**config.mk**
```make
export PLATFORM = sky130hd
export DESIGN_NAME = serial_subtractor_ctrl
export DESIGN_NICKNAME = d
export VERILOG_FILES = /design/src/rtl/subtractor_pkg.sv /design/src/rtl/full_subtractor_cell.sv /design/src/rtl/serial_subtractor_ctrl.sv
export SDC_FILE = /design/constraint.sdc
export NUM_CORES = 1
export LEC_CHECK = 0
export BUFFER_PORTS_ARGS = -buffer_cell sky130_fd_sc_hd__buf_4
export CORE_MARGIN = 2
export CORE_UTILIZATION = 55
export CTS_CLUSTER_DIAMETER = 60
export CTS_CLUSTER_SIZE = 10
export DETAILED_ROUTE_END_ITERATION = 7
export PLACE_DENSITY = 0.78
export SLEW_MARGIN = 30
export SYNTH_ARGS = -nofsm -noshare
export SYNTH_HDL_FRONTEND = slang
export SYNTH_HIERARCHICAL = 1
export SYNTH_SLANG_ARGS = --single-unit
```
**constraint.sdc**
```tcl
create_clock -name clk -period 1.5 [get_ports clk]
set_input_delay 0.075 -clock clk [delete_from_list [all_inputs] [get_ports clk]]
set_output_delay 0.075 -clock clk [all_outputs]
set_load 0.005 [all_outputs]
```
**src/rtl/subtractor_pkg.sv**
```systemverilog
// Shared types and limits for the bit-serial subtractor controller.
package subtractor_pkg;

  typedef enum logic [1:0] {
    IDLE  = 2'b00,
    SHIFT = 2'b01,
    DONE  = 2'b10
  } state_t;

  localparam int WIDTH_MAX = 32;

endpackage : subtractor_pkg

```
**src/rtl/full_subtractor_cell.sv**
```systemverilog
// One-bit full subtractor: d = x - y - bin, bout set when the subtraction underflows.
module full_subtractor_cell (
  input  logic x,
  input  logic y,
  input  logic bin,
  output logic d,
  output logic bout
);

  assign d    = x ^ y ^ bin;
  assign bout = (~x & y) | (~(x ^ y) & bin);

endmodule : full_subtractor_cell

```
**src/rtl/serial_subtractor_ctrl.sv**
```systemverilog
// Sequences one full-subtractor cell LSB-first over WIDTH clocks and presents
// the registered difference and final borrow with a one-cycle done pulse.
module serial_subtractor_ctrl
  import subtractor_pkg::*;
#(
  parameter int WIDTH = 8
) (
  input  logic             clk,
  input  logic             rst,
  input  logic             start,
  input  logic [WIDTH-1:0] a,
  input  logic [WIDTH-1:0] b,
  output logic             busy,
  output logic             done,
  output logic [WIDTH-1:0] diff,
  output logic             borrow
);

  localparam int CNT_W = $clog2(WIDTH);
  localparam logic [CNT_W-1:0] CNT_LAST = CNT_W'(WIDTH - 1);

  if (WIDTH < 2 || WIDTH > WIDTH_MAX) begin : g_bad_width
    $error("serial_subtractor_ctrl: WIDTH out of range");
  end

  state_t           state;
  logic [WIDTH-1:0] sa;
  logic [WIDTH-1:0] sb;
  logic [WIDTH-1:0] sr;
  logic             bf;
  logic [CNT_W-1:0] cnt;
  logic             cell_d;
  logic             cell_bo;

  full_subtractor_cell u_cell (
    .x   (sa[0]),
    .y   (sb[0]),
    .bin (bf),
    .d   (cell_d),
    .bout(cell_bo)
  );

  // NOTE: every register here, the operand/result shift registers included,
  // is cleared by rst so an aborted operation leaves no stale bits behind.
  always_ff @(posedge clk or posedge rst) begin
    if (rst) begin
      state  <= IDLE;
      busy   <= 1'b0;
      done   <= 1'b0;
      diff   <= '0;
      borrow <= 1'b0;
      sa     <= '0;
      sb     <= '0;
      sr     <= '0;
      bf     <= 1'b0;
      cnt    <= '0;
    end else begin
      // NOTE: non-blocking assignments throughout, so the cell sees this
      // cycle's sa/sb/bf while their next values are being scheduled.
      done <= 1'b0;
      case (state)
        IDLE: begin
          if (start) begin
            sa    <= a;
            sb    <= b;
            bf    <= 1'b0;
            cnt   <= '0;
            busy  <= 1'b1;
            state <= SHIFT;
          end
        end
        SHIFT: begin
          bf  <= cell_bo;
          sa  <= sa >> 1;
          sb  <= sb >> 1;
          sr  <= {cell_d, sr[WIDTH-1:1]};
          cnt <= cnt + CNT_W'(1);
          // Last bit: publish the whole word at once, never a partial result.
          if (cnt == CNT_LAST) begin
            diff   <= {cell_d, sr[WIDTH-1:1]};
            borrow <= cell_bo;
            done   <= 1'b1;
            state  <= DONE;
          end
        end
        DONE: begin
          busy  <= 1'b0;
          state <= IDLE;
        end
        default: begin
          busy  <= 1'b0;
          state <= IDLE;
        end
      endcase
    end
  end

endmodule : serial_subtractor_ctrl
```
==> results of run 1 <==
## final timing paths
check | from | endpoint | cells past startpoint
setup / recovery | cnt[0]$_DFFE_PP0P_ | diff[4]$_DFFE_PP0P_ | 5
hold / removal | a[7] | sa[7]$_DFFE_PP0P_ | 3
setup reg to reg | cnt[0]$_DFFE_PP0P_ | diff[4]$_DFFE_PP0P_ | 5
hold reg to reg | diff[4]$_DFFE_PP0P_ | diff[4]$_DFFE_PP0P_ | 1
max in group asynchronous | rst | sr[7]$_DFFE_PP0P_ | 4
min in group asynchronous | rst | sb[0]$_DFFE_PP0P_ | 4
## cells in the final DEF (no fill, tap or decap), types with 2 or more instances in the layout
master and n:
clkbuf_4 5, nand2_1 31, inv_1 10, o22a_1 4
a22o_1 3, mux2_2 8, buf_4 37, clkinv_2 2
a211oi_1 2, a221o_1 7, nand2b_1 7, nor2b_1 2
nor3b_1 6, dlygate4sd3_1 2, o21ai_0 12, ha_1 2
a21oi_1 6, dfrtp_1 40, nor4b_1 2
## synthesized netlist by cell type, types with 2 or more instances
| cell | n |
|---|---|
| buf_2 | 4 |
| nor2b_1 | 2 |
| nor3b_1 | 6 |
| dfrtp_1 | 40 |
| o21ai_0 | 12 |
| ha_1 | 2 |
| inv_1 | 10 |
| nand2b_1 | 7 |
| a22o_1 | 3 |
| a221o_1 | 7 |
| o22a_1 | 4 |
| nor4b_1 | 2 |
| nand2_1 | 31 |
| buf_6 | 4 |
| a21oi_1 | 6 |
| mux2_2 | 8 |
| a211oi_1 | 2 |
## logic make-up (layout without fill, tap and decap cells)
kind of cell	after synthesis	in the layout	synth area share
and+or+nand+nor	54	54	0.157
DFF	40	40	0.550
AOI/OAI and AO/OA	37	37	0.150
buffers and inverters	20	58	0.0619
muxes	9	9	0.0557
adders and majority gates	3	3	0.0248
## cell type report
class | instances | share of cell area
Sequential cell | 40 | 0.462
Multi-Input combinational cell | 103 | 0.326
Timing Repair Buffer | 39 | 0.138
Tap cell | 44 | 0.0254
Clock buffer | 6 | 0.0237
Inverter | 11 | 0.0202
Clock inverter | 2 | 0.00462
## state kept, by name, indices dropped and copies added, names as in the netlist
register  flops
bf            1
borrow        1
busy          1
cnt           3
diff          8
done          1
sa            8
sb            8
sr            7
state         2
## power groups by stage
stage,sequential [uW],clock [uW],combinational (uW)
finish,1830,564,1550
global route,1870,630,1740
CTS,1820,569,1580
detailed placement,1840,0,1560
global placement,1810,0,1490
floorplan,1780,0,1100
## metrics by stage
stage,area [um2],hold slack [ps],power (uW),instances
floorplan,1820,211,2880,163
detailed placement,2080,229,3410,235
finish,2160,36.5,3940,245
global placement,2080,223,3300,235
CTS,2160,24.5,3970,245
global route,2160,12.7,4240,245
## worst max-delay path: stages (launching register included)
cell,delay [ps]
dfrtp_1,410
ha_1,210
ha_1,220
nand2_4,100
inv_4,70
mux2_1,300
## metal layers
layer	track usage	routed length, um
met1	0.256	1620
met4	0.0729	30
met5	0	0
met2	0.331	1770
met3	0.0609	115
## what timing repair did
action,CTS,global route
hold endpoints to repair,41,0
setup endpoints to repair,0,0
hold buffers,2,0
buffers inserted,0,0
==> metrics.txt, run 1 <==
Syn Nets roughly 190; Worst-Skew Late Latency 340 ps; dpl hpwl 2.53 mm; Root Driver clkbuf_4; sw frac 0.349; Total GRT Usage 0.203; FF-to-FF setup slack a little under 90 ps; Hold Fails Final Rpt 0; CP Class reg2reg; largest cells by area after synthesis dfrtp_1, nand2_1, mux2_2; TritonCTS Sinks 40; CTS max path bufs 2; vias about 1,300; Reg clk slew, reported paths between 100 and 150 ps; # resized after CTS 0; CP Max Fanout 8; YS warnings 6; Place WS 95.3 ps; NumNets Final about 220; Final setup viols 0; Post-Synthesis Cells around 160; die height between 60 and 70 um; status complete, no violations; Syn Area/Cell approximately 11 um2; number of distinct library cells after synthesis 30; DRC errors left 0; arrival time worst endpoint 1650 ps; synthesized area about 1800 um2; clock skew between 7 and 8 ps; CTS tree done; Worst slew margin 0.674; largest net degree at the start of global routing between 40 and 50; minimum clock period after layout 1410 ps; multi-input logic area 706 um2; IO buf count 29; grt total ovfl 0; Starting Density 0.586; maximum clock rate ~700 MHz; FF/Latch Area about 1000 um2; wire length per cell 14.4 um; vias in the first global route approximately 1,300; initial antenna violation count 0; Worst Tran Pin Value between 400 and 500 ps; TritonCTS Buffers 5; Total Wirelength between 3 and 4 mm; post-DR vias/cell roughly 5.3; area share of the largest cell type after synthesis 0.550; setup TNS 0 ps; worst setup margin ~88 ps; Flop pwr share 0.463; fin. max-slew vios 0; Final Cycle Share 0.941; Die Span X 61.5 um; post-synthesis sequential area ratio 0.550; combinational share of power 0.394; CP Launch Type register; Yosys reg bits 40; final core occ 0.698; global-route wire length before repair between 5 and 6 mm; Area Overhead vs Synth 19.0%; die area 3780 um2; antenna cells 0; DRT iter0 DRCs 64; CP Capture Type register; Pre-antenna DRT Iters 4; ANT nets after route 0; core area just over 3000 um2; Power Density 1820 nW/um2; peak supply drop 0.000830 V; Site Rows 20; FILL cells approximately 260; CP required 1730 ps; Clk pwr share 0.143; Worst Hold Class in2reg; cell-internal power between 2000 and 3000 uW; CTS H-tree lvls 2; Final GP Congestion 0.740; # Max-Cap Violations 0; io pins 30; Pleak 0.00106 uW; cell type with the largest total area after synthesis dfrtp_1; Top FF cell, synth dfrtp_1; Sw Pwr approximately 1400 uW; RSZ-0062 raised after global routing false; share of post-route cells with drive strength above 1 0.303; number of flops mapped to enable cells by yosys 0; FFs w/ async S/R, synth 1.00
No activity file was read; power rests on OpenSTA's default activity.
==> run 2: changes to the inputs <==
PLACE_DENSITY = 0.83   (was 0.78)
==> run 2 against run 1 <==
  * Via count up 1.7%
  * Core utilization up 0.93 points
  * Clock skew up 5.2 ps
  * Final area up 1.3%
  * Largest cell class unchanged
  * Cell count up 0.41%
  * Register-to-register slack better by 30 ps
  * Clock power up 28%
  * Sequential power about the same
  * Fmax up 1.8%
==> metrics.txt, run 2 (same netlist as run 1, synthesis figures left out) <==
status complete, no violations (unchanged); CP Capture Type register (unchanged); post-DR vias/cell 5.39 (was 5.32); die height 61.5 um (unchanged); Final Cycle Share 0.924 (was 0.941); met2 Use GR 0.377 (was 0.331); Post-Layout Cell Count 246 (was 245); grt met1 use 0.263 (was 0.256); # Max-Cap Violations 0 (unchanged); fin. max-slew vios 0 (unchanged); NumNets Final 223 (was 222); TritonCTS Sinks 40 (unchanged); Worst slew margin 0.676 (was 0.674); Clk pwr share 0.175 (was 0.143); CTS H-tree lvls 2 (unchanged); maximum clock rate 721 MHz (was 708 MHz); grt total ovfl 0 (unchanged); io pins 30 (unchanged); Power, Total 4110 uW (was 3940 uW); hold_sp a[6] (was a[7]); core area 3100 um2 (unchanged); Reg clk slew, reported paths 120 ps (about the same); placed insts 234 (was 235); sw frac 0.343 (was 0.349); CP Max Fanout 8 (unchanged); Site Rows 20 (unchanged); Total GRT Usage 0.224 (was 0.203); worst hold stages 4 (was 3); Sw Pwr 1410 uW (was 1380 uW); vias 1,326 (was 1,304); wire length per cell 14.5 um (was 14.4 um); Final setup viols 0 (unchanged); largest net degree at the start of global routing 41 (unchanged); Largest regs diff x8, sa x8, sb x8 (unchanged); depth of the most critical reg-to-reg path 5 (unchanged); CTS max path bufs 2 (unchanged); Critical R2R Launch cnt[0]$_DFFE_PP0P_ (unchanged); arrival time worst endpoint 1650 ps (about the same); Root Driver clkbuf_4 (unchanged); setup TNS 0 ps (unchanged); Total Wirelength 3.57 mm (was 3.54 mm); die area 3780 um2 (unchanged); vias in the first global route 1,334 (was 1,289); clock skew 12.2 ps (was 7.05 ps); commonest non-fill, non-tap cell in the layout dfrtp_1 (unchanged); Power Density 1870 nW/um2 (was 1820 nW/um2); cell-internal power 2700 uW (was 2570 uW); combinational share of power 0.380 (was 0.394); CP required 1770 ps (was 1730 ps); ANT nets after route 0 (unchanged); Worst-Skew Late Latency 370 ps (was 340 ps); CTS tree done (unchanged); CP Launch Type register (unchanged); dpl hpwl 2.45 mm (was 2.53 mm); peak supply drop 0.00103 V (was 0.000830 V); Worst Hold Class in2reg (unchanged); busiest grt layer met2 (unchanged); CP startpoint cnt[0]$_DFFE_PP0P_ (unchanged); most frequent cells in the layout dfrtp_1, buf_4, nand2_1 (unchanged); antenna cells 0 (unchanged); Area Overhead vs Synth 20.6% (was 19.0%); Worst Tran Pin Value 486 ps (was 488 ps); DRC errors left 0 (unchanged); RSZ-0062 raised after global routing false (unchanged); IO buf count 29 (unchanged); Die Span X 61.5 um (unchanged); TritonCTS Buffers 5 (unchanged); met3 Use GR 0.0567 (was 0.0609); # resized after CTS 0 (unchanged); Starting Density 0.586 (unchanged); global-route wire length before repair 6.03 mm (was 5.60 mm); share of post-route cells with drive strength above 1 0.302 (was 0.303); minimum clock period after layout 1390 ps (was 1410 ps); DRT iter0 DRCs 60 (was 64); initial antenna violation count 0 (unchanged); CP Class reg2reg (unchanged); Final GP Congestion 0.784 (was 0.740); Pleak 0.00107 uW (was 0.00106 uW); Flop pwr share 0.445 (was 0.463); Hold Fails Final Rpt 0 (unchanged); Pre-antenna DRT Iters 4 (unchanged)
run 2: cell count changes in the layout (fill, tap and decap cells not counted), sizes merged:
cell	before	now
bufinv	0	1
clkinvlp	0	1
clkbuf	6	5
dlygate4sd3	2	3
clkinv	2	1
run 2: power by group through the flow:
stage | Sequential, uW | Clock [uW] | Combinational (uW)
floorplan | 1780 | 0 | 1100
global placement | 1810 | 0 | 1470
detailed placement | 1850 | 0 | 1550
CTS | 1830 | 731 | 1570
global route | 1880 | 769 | 1760
finish | 1830 | 720 | 1560
run 2: timing repair:
action                                  in CTS  in global routing
buffers inserted                             0                  1
hold buffers                                 3                  0
endpoints found under the setup margin       0                  3
endpoints found under the hold margin       42                  0
run 2: final cells by class:
type / count / area [um2]
Timing Repair Buffer: 40 / 308
Tap cell: 44 / 55.1
Inverter: 11 / 43.8
Multi-Input combinational cell: 103 / 706
Sequential cell: 40 / 1000
Clock inverter: 3 / 42.5
Fill cell: 249 / 910
Clock buffer: 5 / 37.5
run 2: metrics by stage:
step / worst slack [ps] / utilization / instance area, um2 / hold slack [ps]
2_1_floorplan: 167 / - / 1820 / 211
3_3_place_gp: 138 / 0.669 / 2080 / 223
3_5_place_dp: 97.8 / 0.669 / 2080 / 234
4_1_cts: 87.2 / 0.704 / 2190 / 65.8
5_1_grt: 16.6 / 0.707 / 2190 / 84.3
6_report: 113 / 0.707 / 2190 / 75.0
run 2: routing by layer:
| metal | share of wire | up-vias |
|---|---|---|
| met5 | 0 | - |
| met4 | 0.022 | 0 |
| met2 | 0.53 | 23 |
| met3 | 0.037 | 7 |
| li1 | - | 637 |
| met1 | 0.41 | 659 |
run 2: critical path, cell delays in order, from the launching register on:
cell and delay [ps]:
dfrtp_1 410, ha_1 200, ha_1 220, nand2_4 100, inv_4 60, mux2_1 300
run 2: final timing paths:
| path | end | slack (ps) |
|---|---|---|
| max | diff[4]$_DFFE_PP0P_ | 110 |
| min | sa[6]$_DFFE_PP0P_ | 70 |
| max reg2reg | diff[4]$_DFFE_PP0P_ | 110 |
| min reg2reg | sr[1]$_DFFE_PP0P_ | 510 |
| max in group asynchronous | sr[6]$_DFFE_PP0P_ | 780 |
| min in group asynchronous | done$_DFF_PP0_ | 370 |
